===== config.mk =====
export PLATFORM = sky130hd
export DESIGN_NAME = sparse
export DESIGN_NICKNAME = d
export VERILOG_FILES = /design/src/rtl/sparse_pkg.sv /design/src/rtl/sparse_pick.sv /design/src/rtl/sparse.sv
export SDC_FILE = /design/constraint.sdc
export NUM_CORES = 1
export LEC_CHECK = 0
export CAP_MARGIN = 15
export CORE_MARGIN = 5
export CORE_UTILIZATION = 56
export DETAILED_ROUTE_END_ITERATION = 7
export PLACE_DENSITY_LB_ADDON = 0.1
export SYNTH_ARGS = -nofsm -noshare
export SYNTH_HDL_FRONTEND = slang
export SYNTH_SLANG_ARGS = --single-unit

===== constraint.sdc =====
create_clock -name clk -period 8.91 [get_ports clk]
set_input_delay 2.673 -clock clk [delete_from_list [all_inputs] [get_ports clk]]
set_output_delay 2.673 -clock clk [all_outputs]
set_load 0.02 [all_outputs]

===== src/rtl/sparse_pkg.sv =====
// Shared sizes and FSM encoding for the sparse dot-product engine.
package sparse_pkg;
  localparam int N_ELEM = 16;
  localparam int ELEM_W = 8;
  localparam int PROD_W = 16;
  localparam int ACC_W  = 25;
  localparam int IDX_W  = 4;

  typedef enum logic [1:0] {
    IDLE = 2'd0,
    LOAD = 2'd1,
    SCAN = 2'd2,
    DONE = 2'd3
  } state_t;
endpackage


===== src/rtl/sparse_pick.sv =====
// Lowest-set-bit priority encoder over the pending-element mask.
module sparse_pick
  import sparse_pkg::*;
(
  input  logic [N_ELEM-1:0] req,
  output logic [IDX_W-1:0]  idx,
  output logic              vld
);
  always_comb begin
    idx = '0;
    vld = |req;
    for (int i = N_ELEM - 1; i >= 0; i--)
      if (req[i]) idx = IDX_W'(i);
  end
endmodule


===== src/rtl/sparse.sv =====
// Sequential 16-element unsigned dot product with one shared multiplier/adder.
// Define SPARSE_SKIP_EN to skip element pairs where either operand is zero.
module sparse
  import sparse_pkg::*;
(
  input  logic                     clk,
  input  logic                     rst,
  input  logic [N_ELEM*ELEM_W-1:0] Vector_A,
  input  logic [N_ELEM*ELEM_W-1:0] Vector_B,
  output logic [ACC_W-1:0]         out_Final
);
  state_t state, nxt;

  logic [N_ELEM-1:0][ELEM_W-1:0] vec_a, vec_b, cap_a, cap_b;
  logic [N_ELEM-1:0]             mask, load_mask;
  logic [ACC_W-1:0]              acc, acc_sum;
  logic [PROD_W-1:0]             prod;
  logic [IDX_W-1:0]              pick_idx;
  logic                          pick_vld;

  assign vec_a = Vector_A;
  assign vec_b = Vector_B;

  always_comb begin
    load_mask = '0;
`ifdef SPARSE_SKIP_EN
    for (int i = 0; i < N_ELEM; i++)
      load_mask[i] = (|vec_a[i]) && (|vec_b[i]);
`else
    load_mask = '1;
`endif
  end

  sparse_pick u_pick (
    .req (mask),
    .idx (pick_idx),
    .vld (pick_vld)
  );

  assign prod    = PROD_W'(cap_a[pick_idx]) * PROD_W'(cap_b[pick_idx]);
  assign acc_sum = acc + ACC_W'(prod);

  always_ff @(posedge clk) begin
    if (!rst) state <= IDLE;
    else      state <= nxt;
  end

  always_comb begin
    nxt = state;
    case (state)
      IDLE: nxt = LOAD;
      LOAD: nxt = SCAN;
      SCAN: if (!pick_vld) nxt = DONE;
      // Equality-true is the only way to stay, so unknown inputs force a reload.
      DONE: if ((vec_a == cap_a) && (vec_b == cap_b)) nxt = DONE;
            else nxt = LOAD;
      default: nxt = IDLE;
    endcase
  end

  always_ff @(posedge clk) begin
    if (!rst) begin
      cap_a     <= '0;
      cap_b     <= '0;
      mask      <= '0;
      acc       <= '0;
      out_Final <= '0;
    end else begin
      case (state)
        LOAD: begin
          cap_a <= vec_a;
          cap_b <= vec_b;
          acc   <= '0;
          mask  <= load_mask;
        end
        SCAN: begin
          if (pick_vld) begin
            acc            <= acc_sum;
            mask[pick_idx] <= 1'b0;
          end else begin
            out_Final <= acc;
          end
        end
        default: ;
      endcase
    end
  end
endmodule


==> impl_table.tex, run 1 <==
\begin{tabular}{lr}
\hline
Metric & Value \\
\hline
\multicolumn{2}{l}{\textbf{Logic synthesis}} \\
Yosys warning total & 0 \\
Sequential area share after synthesis & 0.326 \\
Biggest area contributors in the synthesized netlist & sky130\_fd\_sc\_hd\_\_dfxtp\_1, sky130\_fd\_sc\_hd\_\_nand2\_1, sky130\_fd\_sc\_hd\_\_a21boi\_0 \\
Synthesized netlist net count & 2861 \\
EDFF count, synth & 0 \\
Mux cell area share after synthesis & 0.0316 \\
Simple-gate share of the synthesized area & 0.196 \\
Fraction of registers with async set/reset & 0 \\
Average cell area after synthesis & 7.91 sq um \\
Cell Area, Synth & 19900 sq um \\
Synthesized instance count & 2512 \\
Compound-Gate Fraction of Synth Area & 0.234 \\
Most instantiated flip-flop cell in the synthesis netlist & sky130\_fd\_sc\_hd\_\_dfxtp\_1 \\
Yosys top cell by area & sky130\_fd\_sc\_hd\_\_dfxtp\_1 \\
Number of different library cells in the post-synthesis netlist & roughly 70 \\
Xor and xnor fraction of the mapped netlist area & 0.0648 \\
Post-synthesis share of cell area spent on full adders, half adders and majority gates & 0.0762 \\
Combinational family with the most area after synthesis & compound AO/OA/AOI/OAI gates \\
Fraction of synthesized cell area taken by the top area cell type & 0.326 \\
Number of synthesized register bits & around 320 \\
\multicolumn{2}{l}{\textbf{Worst setup path}} \\
RR Startpoint & mask[11] \\
Worst Setup End Kind & flop \\
Critical Path RT & 9.42 ns \\
Highest net fanout along the worst path & 21 \\
Worst endpoint data arrival time & 9.08 ns \\
Critical setup path kind & reg -> reg \\
Kind of start point of the critical path & flop \\
Timing startpoint of the critical path & mask[11] \\
\multicolumn{2}{l}{\textbf{STA}} \\
Least-Margin Pin Slew & 1.15 ns \\
Worst Skew & 0.0205 ns \\
Setup total negative slack & 0 ns \\
Period utilisation layout & 0.962 \\
Final Max Tran Viols & 0 \\
Count of final hold-check violations & 0 \\
Fmax & roughly 120 MHz \\
Max-slew headroom at the worst pin & 0.213 \\
Post-layout minimum cycle time & 8.57 ns \\
Endpoints failing setup & 0 \\
RSZ-0062 raised after global routing & no \\
\multicolumn{2}{l}{\textbf{Layout}} \\
Layout net count & a little over 3000 \\
Most used cells in the layout excluding fill and tap cells & sky130\_fd\_sc\_hd\_\_nand2\_1, sky130\_fd\_sc\_hd\_\_dfxtp\_1, sky130\_fd\_sc\_hd\_\_a21boi\_0, sky130\_fd\_sc\_hd\_\_clkdlybuf4s50\_1, sky130\_fd\_sc\_hd\_\_inv\_1 \\
Area growth from synthesis to layout & 21.5\% \\
Fraction of final layout cells sized beyond drive strength 1 & 0.0422 \\
Commonest non-fill, non-tap cell in the layout & sky130\_fd\_sc\_hd\_\_nand2\_1 \\
\# fillers & 2810 \\
\multicolumn{2}{l}{\textbf{Power}} \\
Internal power component & approximately 4200 uW \\
Part of the power in registers & 0.227 \\
Leakage dissipation & 0.00924 uW \\
Maximum resistive drop on vdd & 0.000711 V \\
Fraction of power consumed by the clock network & 0.197 \\
Total Power & 7890 uW \\
Power Dens Cells & approximately 330 nW/um\^{}2 \\
Net switching power & 3650 uW \\
Combinational power share & 0.576 \\
Switching part of the total power & 0.462 \\
\multicolumn{2}{l}{\textbf{Floorplanning}} \\
Number of standard-cell rows in the floorplan & 69 \\
Horizontal die dimension & just under 200 um \\
I/O pin total & $\sim$280 \\
Core Box Area & 35300 sq um \\
Initial core utilization & 0.563 \\
Die height & 198 um \\
Die Area & between 30000 and 40000 sq um \\
\multicolumn{2}{l}{\textbf{Worst hold path}} \\
Worst hold path startpoint & out\_Final[10] \\
Min-Delay Path Class & reg -> reg \\
\multicolumn{2}{l}{\textbf{Route}} \\
Number of DRC markers after the initial detailed-route iteration & 3206 \\
Post-route ant nets & 0 \\
Post-detailed-route wirelength per cell & 29.0 um \\
Pre-Repair DR Iteration Count & 6 \\
WL final & 93100 um \\
Count of vias placed by the detailed router & 20885 \\
\# DRC & 0 \\
Average via count per standard cell & $\sim$6.5 \\
\multicolumn{2}{l}{\textbf{Place}} \\
Port Buffers & 282 \\
DP Wirelength & 73600 um \\
Final weighted congestion of routability-driven global placement & 1.13 \\
\multicolumn{2}{l}{\textbf{Flow run}} \\
Max capacitance violation total & 0 \\
\multicolumn{2}{l}{\textbf{Clocking}} \\
TritonCTS sink count & around 320 \\
Later-pin clock latency in the skew report & 0.58 ns \\
Hold buffer count at CTS & 0 \\
CTS tree & done \\
CTS H-tree depth & 2 \\
Total CTS buffers & 36 \\
Largest buffer count on any clock path & 3 \\
CTS clock-pin slew for the worst setup and hold paths & 0.06 ns \\
Buffer count from post-CTS setup fixing & 0 \\
Root Buffer & sky130\_fd\_sc\_hd\_\_clkbuf\_16 \\
CTS-repair resized insts & 0 \\
\multicolumn{2}{l}{\textbf{Global route}} \\
Pin count of the biggest net entering global routing & 152 \\
Vias in the first global route & approximately 20000 \\
Global Route Usage Sum & 0.459 \\
Wire length of the first global-routing pass & 132000 um \\
Number of antenna violations at the first check in global routing & 4 \\
Leftover overflow at the end of global routing & 0 \\
\multicolumn{2}{l}{\textbf{Run status}} \\
Outcome & completed \\
\hline
\end{tabular}
-- cell families after synthesis --
kind of cell | after synthesis
flops | 324
mux | 61
compound gates | 635
xor+xnor | 147
fa+ha+maj | 91
simple gates | 898
buf+inv | 356
-- layout make-up --
type                       instances  area (sq um)  share of cell area
timing repair buffer             306          3020               0.125
antenna                            1          2.50            0.000104
tap                              461           577              0.0239
clock inverter                    13           110             0.00456
sequential                       324          6490               0.269
clock buffer                      53          1110              0.0458
multi-input combinational       1832         12000               0.497
inverter                         224           841              0.0348
-- per-layer routing --
layer / up-vias / share of wire / track usage
met3: 369 / 0.13 / 0.122
met2: 1652 / 0.41 / 0.668
li1: 8967 / - / -
met1: 9893 / 0.38 / 0.618
met4: 4 / 0.073 / 0.262
met5: - / 0.00026 / 0
-- power groups by stage --
stage               clock (uW)  sequential (uW)  combinational, uW
floorplan                    0             1710               3150
global placement             0             1800               4140
detailed placement           0             1800               4330
CTS                       1550             1770               4410
global route              1610             1790               5000
finish                    1560             1790               4540
-- sequential cells by signal (all words and copies together), names as in the netlist --
| signal | cells |
|---|---|
| cap_a | 128 |
| cap_b | 128 |
| acc | 25 |
| out_Final | 25 |
| mask | 16 |
| state | 2 |
-- synthesized netlist by cell type (all sizes together) (11+ instances only) --
cell type,n
nor2,85
xnor2,92
nor3,11
clkbuf,99
a22oi,17
a221oi,12
a21boi,294
o21ai,42
a21oi,42
nor4,41
fa,50
nand2,619
o211ai,11
mux2i,47
inv,224
nand3,15
o221ai,17
dfxtp,324
ha,41
o22ai,79
buf,33
nor2b,16
nand4,42
o2bb2ai,19
nand2b,38
a22o,26
xor2,55
mux2,14
-- critical path, cell delays in order, from the launching register on --
cell and delay, ns:
sky130_fd_sc_hd__dfxtp_1 0.43, sky130_fd_sc_hd__nor2_1 0.08, sky130_fd_sc_hd__a221oi_1 0.41, sky130_fd_sc_hd__o21ai_1 0.20
sky130_fd_sc_hd__a21oi_4 0.78, sky130_fd_sc_hd__buf_4 0.45, sky130_fd_sc_hd__mux2i_1 0.25, sky130_fd_sc_hd__a22oi_1 0.21
sky130_fd_sc_hd__nand4_1 0.59, sky130_fd_sc_hd__nor2_1 0.33, sky130_fd_sc_hd__fa_1 0.49, sky130_fd_sc_hd__fa_1 0.48
sky130_fd_sc_hd__fa_1 0.54, sky130_fd_sc_hd__inv_1 0.06, sky130_fd_sc_hd__fa_1 0.48, sky130_fd_sc_hd__inv_1 0.04
sky130_fd_sc_hd__ha_1 0.21, sky130_fd_sc_hd__a2111oi_0 0.72, sky130_fd_sc_hd__nand2b_1 0.14, sky130_fd_sc_hd__a21o_1 0.21
sky130_fd_sc_hd__a31oi_1 0.52, sky130_fd_sc_hd__o31ai_1 0.23, sky130_fd_sc_hd__o21a_1 0.23, sky130_fd_sc_hd__a31oi_1 0.27
sky130_fd_sc_hd__a41o_1 0.13
-- path summary, 6_finish.rpt --
| path | endpoint | slack [ns] | cells past startpoint |
|---|---|---|---|
| setup / recovery | acc[20] | 0.34 | 24 |
| hold / removal | out_Final[10] | 0.46 | 2 |
| setup reg to reg | acc[20] | 0.34 | 24 |
| hold reg to reg | out_Final[10] | 0.46 | 2 |
-- through the flow --
step | area (sq um) | hold slack, ns | instances | util | setup WS, ns
after floorplan | 19900 | 0.443 | 2512 | - | 2.72
after global placement | 22900 | 0.451 | 3147 | 0.649 | 1.26
after detailed placement | 22900 | 0.458 | 3147 | 0.649 | 0.944
after CTS | 24100 | 0.466 | 3213 | 0.684 | 0.684
after global routing | 24100 | 0.484 | 3213 | 0.684 | 0.285
final | 24100 | 0.464 | 3214 | 0.684 | 0.341
Note: power is estimated with default switching activity, not from simulation.
==> run 2, diff against run 1 <==
--- a/config.mk
+++ b/config.mk
@@ -5,9 +5,10 @@
 export SDC_FILE = /design/constraint.sdc
 export NUM_CORES = 1
 export LEC_CHECK = 0
+export ABC_AREA = 1
 export CAP_MARGIN = 15
 export CORE_MARGIN = 5
-export CORE_UTILIZATION = 56
+export CORE_UTILIZATION = 44
 export DETAILED_ROUTE_END_ITERATION = 7
 export PLACE_DENSITY_LB_ADDON = 0.1
 export SYNTH_ARGS = -nofsm -noshare
==> run 2 against run 1 <==
Register-to-register slack better by 1.1 ns. Sequential power about the same. Die area up 33%. Critical endpoint is now acc[24].
==> impl_table.tex, run 2 <==
\begin{tabular}{lr}
\hline
Metric & Value \\
\hline
\multicolumn{2}{l}{\textbf{Floorplanning}} \\
I/O pin total & 283 (unchanged) \\
Die height & 229 um (+15\%) \\
Initial core utilization & 0.442 (-0.121) \\
Core Box Area & 47500 sq um (+35\%) \\
Number of standard-cell rows in the floorplan & 80 (+16\%) \\
Horizontal die dimension & 229 um (+15\%) \\
Die Area & 52200 sq um (+33\%) \\
\multicolumn{2}{l}{\textbf{Logic synthesis}} \\
Cell Area, Synth & 21000 sq um (+5.8\%) \\
Combinational family with the most area after synthesis & simple AND/OR/NAND/NOR gates \\
Number of different library cells in the post-synthesis netlist & 41 (-42\%) \\
Most instantiated flip-flop cell in the synthesis netlist & sky130\_fd\_sc\_hd\_\_dfxtp\_1 \\
Mux cell area share after synthesis & 0 (-0.0316) \\
Fraction of synthesized cell area taken by the top area cell type & 0.309 (-0.0178) \\
EDFF count, synth & 0 (unchanged) \\
Fraction of registers with async set/reset & 0 (unchanged) \\
Sequential area share after synthesis & 0.309 (-0.0178) \\
Synth top cells by count & sky130\_fd\_sc\_hd\_\_inv\_1, sky130\_fd\_sc\_hd\_\_nand2\_1, sky130\_fd\_sc\_hd\_\_dfxtp\_1, sky130\_fd\_sc\_hd\_\_o21ai\_0, sky130\_fd\_sc\_hd\_\_a21oi\_1 \\
Average cell area after synthesis & 6.62 sq um (-16\%) \\
Synthesized instance count & 3176 (+26\%) \\
Most instantiated library cell after synthesis & sky130\_fd\_sc\_hd\_\_inv\_1 \\
Post-synthesis share of cell area spent on full adders, half adders and majority gates & 0.0720 (-0.00415) \\
Yosys top cell by area & sky130\_fd\_sc\_hd\_\_dfxtp\_1 \\
Biggest area contributors in the synthesized netlist & sky130\_fd\_sc\_hd\_\_dfxtp\_1, sky130\_fd\_sc\_hd\_\_inv\_1, sky130\_fd\_sc\_hd\_\_nand2\_1 \\
Xor and xnor fraction of the mapped netlist area & 0.0408 (-0.0239) \\
Synthesized netlist net count & 3525 (+23\%) \\
Simple-gate share of the synthesized area & 0.275 (+0.0792) \\
Number of synthesized register bits & 324 (unchanged) \\
Yosys warning total & 0 (unchanged) \\
Compound-Gate Fraction of Synth Area & 0.154 (-0.0798) \\
\multicolumn{2}{l}{\textbf{Worst setup path}} \\
Cell repeated most along the worst path & sky130\_fd\_sc\_hd\_\_inv\_1 \\
Critical setup path kind & reg -> reg \\
Critical Path RT & 9.35 ns (-0.07 ns) \\
Worst Setup End Kind & flop \\
Kind of start point of the critical path & flop \\
RR Startpoint & mask[15] \\
Worst endpoint data arrival time & 7.92 ns (-1.16 ns) \\
Slowest stage cell on the critical path & sky130\_fd\_sc\_hd\_\_buf\_4 \\
Longest individual stage delay on the worst path & 0.78 ns (about the same) \\
Slack of the worst reg-to-reg path & 1.43 ns (+1.09 ns) \\
Worst r2r dst & acc[24] \\
Highest net fanout along the worst path & 81 (+290\%) \\
Logic depth of the worst register-to-register path & 40 (+67\%) \\
\multicolumn{2}{l}{\textbf{Route}} \\
Number of DRC markers after the initial detailed-route iteration & 1931 (-40\%) \\
Top layer in use & met5 \\
Pre-Repair DR Iteration Count & 6 (unchanged) \\
Post-detailed-route wirelength per cell & 17.9 um (-38\%) \\
Count of vias placed by the detailed router & 21550 (+3.2\%) \\
WL final & 71400 um (-23\%) \\
Post-route ant nets & 0 (unchanged) \\
\# DRC & 0 (unchanged) \\
Average via count per standard cell & 5.41 (-17\%) \\
Length of routed met3 wiring & 5850 um (-53\%) \\
DRT met1 WL & 30400 um (-15\%) \\
Detail Route met2 WL & 32200 um (-16\%) \\
\multicolumn{2}{l}{\textbf{Clocking}} \\
Largest buffer count on any clock path & 3 (unchanged) \\
TritonCTS sink count & 324 (unchanged) \\
Buffer count from post-CTS setup fixing & 0 (unchanged) \\
Root Buffer & sky130\_fd\_sc\_hd\_\_clkbuf\_16 \\
Total CTS buffers & 40 (+11\%) \\
Later-pin clock latency in the skew report & 0.55 ns (-0.03 ns) \\
CTS H-tree depth & 2 (unchanged) \\
CTS clock-pin slew for the worst setup and hold paths & 0.06 ns (about the same) \\
CTS tree & done \\
Hold buffer count at CTS & 0 (unchanged) \\
CTS-repair resized insts & 0 (unchanged) \\
\multicolumn{2}{l}{\textbf{STA}} \\
Worst Skew & 0.0114 ns (-0.00913 ns) \\
Post-layout minimum cycle time & 7.48 ns (-1.09 ns) \\
Setup total negative slack & 0 ns (unchanged) \\
Final Worst Setup Slack & 1.43 ns (+1.09 ns) \\
Max-slew headroom at the worst pin & 0.212 (-0.000820) \\
RSZ-0062 raised after global routing & no \\
Period utilisation layout & 0.839 (-0.123) \\
Count of final hold-check violations & 0 (unchanged) \\
Least-Margin Pin Slew & 1.18 ns (+0.0310 ns) \\
Fmax & 134 MHz (+15\%) \\
Final Max Tran Viols & 0 (unchanged) \\
Worst hold slack across all endpoints & 0.443 ns (-0.0206 ns) \\
Endpoints failing setup & 0 (unchanged) \\
\multicolumn{2}{l}{\textbf{Place}} \\
Cell area after placement & 24000 sq um (+4.5\%) \\
DP Worst Slack & 1.56 ns (+0.615 ns) \\
DP Wirelength & 52300 um (-29\%) \\
Final weighted congestion of routability-driven global placement & 0.961 (-15\%) \\
Port Buffers & 282 (unchanged) \\
\multicolumn{2}{l}{\textbf{Power}} \\
Power Dens Cells & 414 nW/um\^{}2 (+27\%) \\
Maximum resistive drop on vdd & 0.000742 V (+4.4\%) \\
Leakage dissipation & 0.0112 uW (+21\%) \\
\multicolumn{2}{l}{\textbf{Layout}} \\
Utilization after layout & 0.530 (-0.154) \\
Fraction of final layout cells sized beyond drive strength 1 & 0.0495 (+0.00739) \\
Area growth from synthesis to layout & 19.9\% \\
Commonest non-fill, non-tap cell in the layout & sky130\_fd\_sc\_hd\_\_inv\_1 \\
\# fillers & 4700 (+67\%) \\
Biggest registers after layout & cap\_a: 128 flops, cap\_b: 128 flops \\
Layout net count & 3694 (+20\%) \\
Most used cells in the layout excluding fill and tap cells & sky130\_fd\_sc\_hd\_\_inv\_1, sky130\_fd\_sc\_hd\_\_nand2\_1, sky130\_fd\_sc\_hd\_\_dfxtp\_1, sky130\_fd\_sc\_hd\_\_o21ai\_0, sky130\_fd\_sc\_hd\_\_a21oi\_1 \\
Post-Layout Inst Area & 25200 sq um (+4.4\%) \\
\multicolumn{2}{l}{\textbf{Worst hold path}} \\
Min-Delay Path Class & reg -> reg \\
Hold depth & 2 (unchanged) \\
Worst hold path startpoint & out\_Final[23] \\
Endpoint of the worst hold-timing path & out\_Final[23] \\
\multicolumn{2}{l}{\textbf{Global route}} \\
Pin count of the biggest net entering global routing & 147 (-3.3\%) \\
Global Route Usage Sum & 0.262 (-0.197) \\
Leftover overflow at the end of global routing & 0 (unchanged) \\
Wire length of the first global-routing pass & 111000 um (-16\%) \\
Number of antenna violations at the first check in global routing & 2 (-2) \\
Vias in the first global route & 20495 (+3.2\%) \\
\multicolumn{2}{l}{\textbf{Flow run}} \\
Max capacitance violation total & 0 (unchanged) \\
\multicolumn{2}{l}{\textbf{Run status}} \\
Outcome & completed \\
\hline
\end{tabular}
-- run 2: critical path, delay by kind of cell (launching register included) --
kind | cells | cell delay, ns
compound gates | 6 | 1.12
fa+ha+maj | 5 | 2.31
buf+inv | 12 | 1.91
flops | 1 | 0.35
simple gates | 17 | 1.60
-- run 2: kinds of logic (layout without fill, tap and decap cells) --
logic type | count (synthesis) | after routing
buffers and inverters | 792 | 987
flip-flops | 324 | 324
AND/OR/NAND/NOR | 1234 | 1234
adder cells (fa/ha/maj) | 91 | 91
AO/OA/AOI/OAI | 637 | 637
other | 0 | 1
XOR/XNOR | 98 | 98
-- run 2: cell type report --
class,instances,area [sq um],area share
tap,615,769,0.0305
clock buffer,59,1180,0.0469
multi-input combinational,2060,11400,0.452
antenna,1,2.50,0.0000993
timing repair buffer,301,2970,0.118
clock inverter,9,76.3,0.00303
sequential,324,6490,0.257
inverter,618,2330,0.0923
-- run 2: metal layers --
metal / up-vias / GRT usage
met5: - / 0
met1: 9980 / 0.343
met2: 818 / 0.423
li1: 10590 / -
met4: 2 / 0.106
met3: 160 / 0.0573
-- run 2: worst max-delay path by stage --
stage	start	endpoint	slack, ns	cells past startpoint
floorplan	mask[15]	acc[23]	3.17	42
global placement	mask[0]	acc[23]	1.64	35
detailed placement	mask[15]	acc[24]	1.56	38
CTS	mask[15]	acc[24]	1.54	38
global route	mask[15]	acc[23]	0.86	41
finish	mask[15]	acc[24]	1.43	40
-- run 2: per-stage QoR --
| step | instances | total power, uW |
|---|---|---|
| floorplan | 3176 | 7190 |
| detailed placement | 3918 | 8820 |
| global route | 3987 | 11700 |
| finish | 3987 | 10400 |
| CTS | 3986 | 10500 |
| global placement | 3918 | 8700 |
-- run 2: power breakdown --
group          total (uW)  internal, uW  switching, uW
sequential           1780          1650            129
combinational        7060          2670           4390
clock                1600           944            655
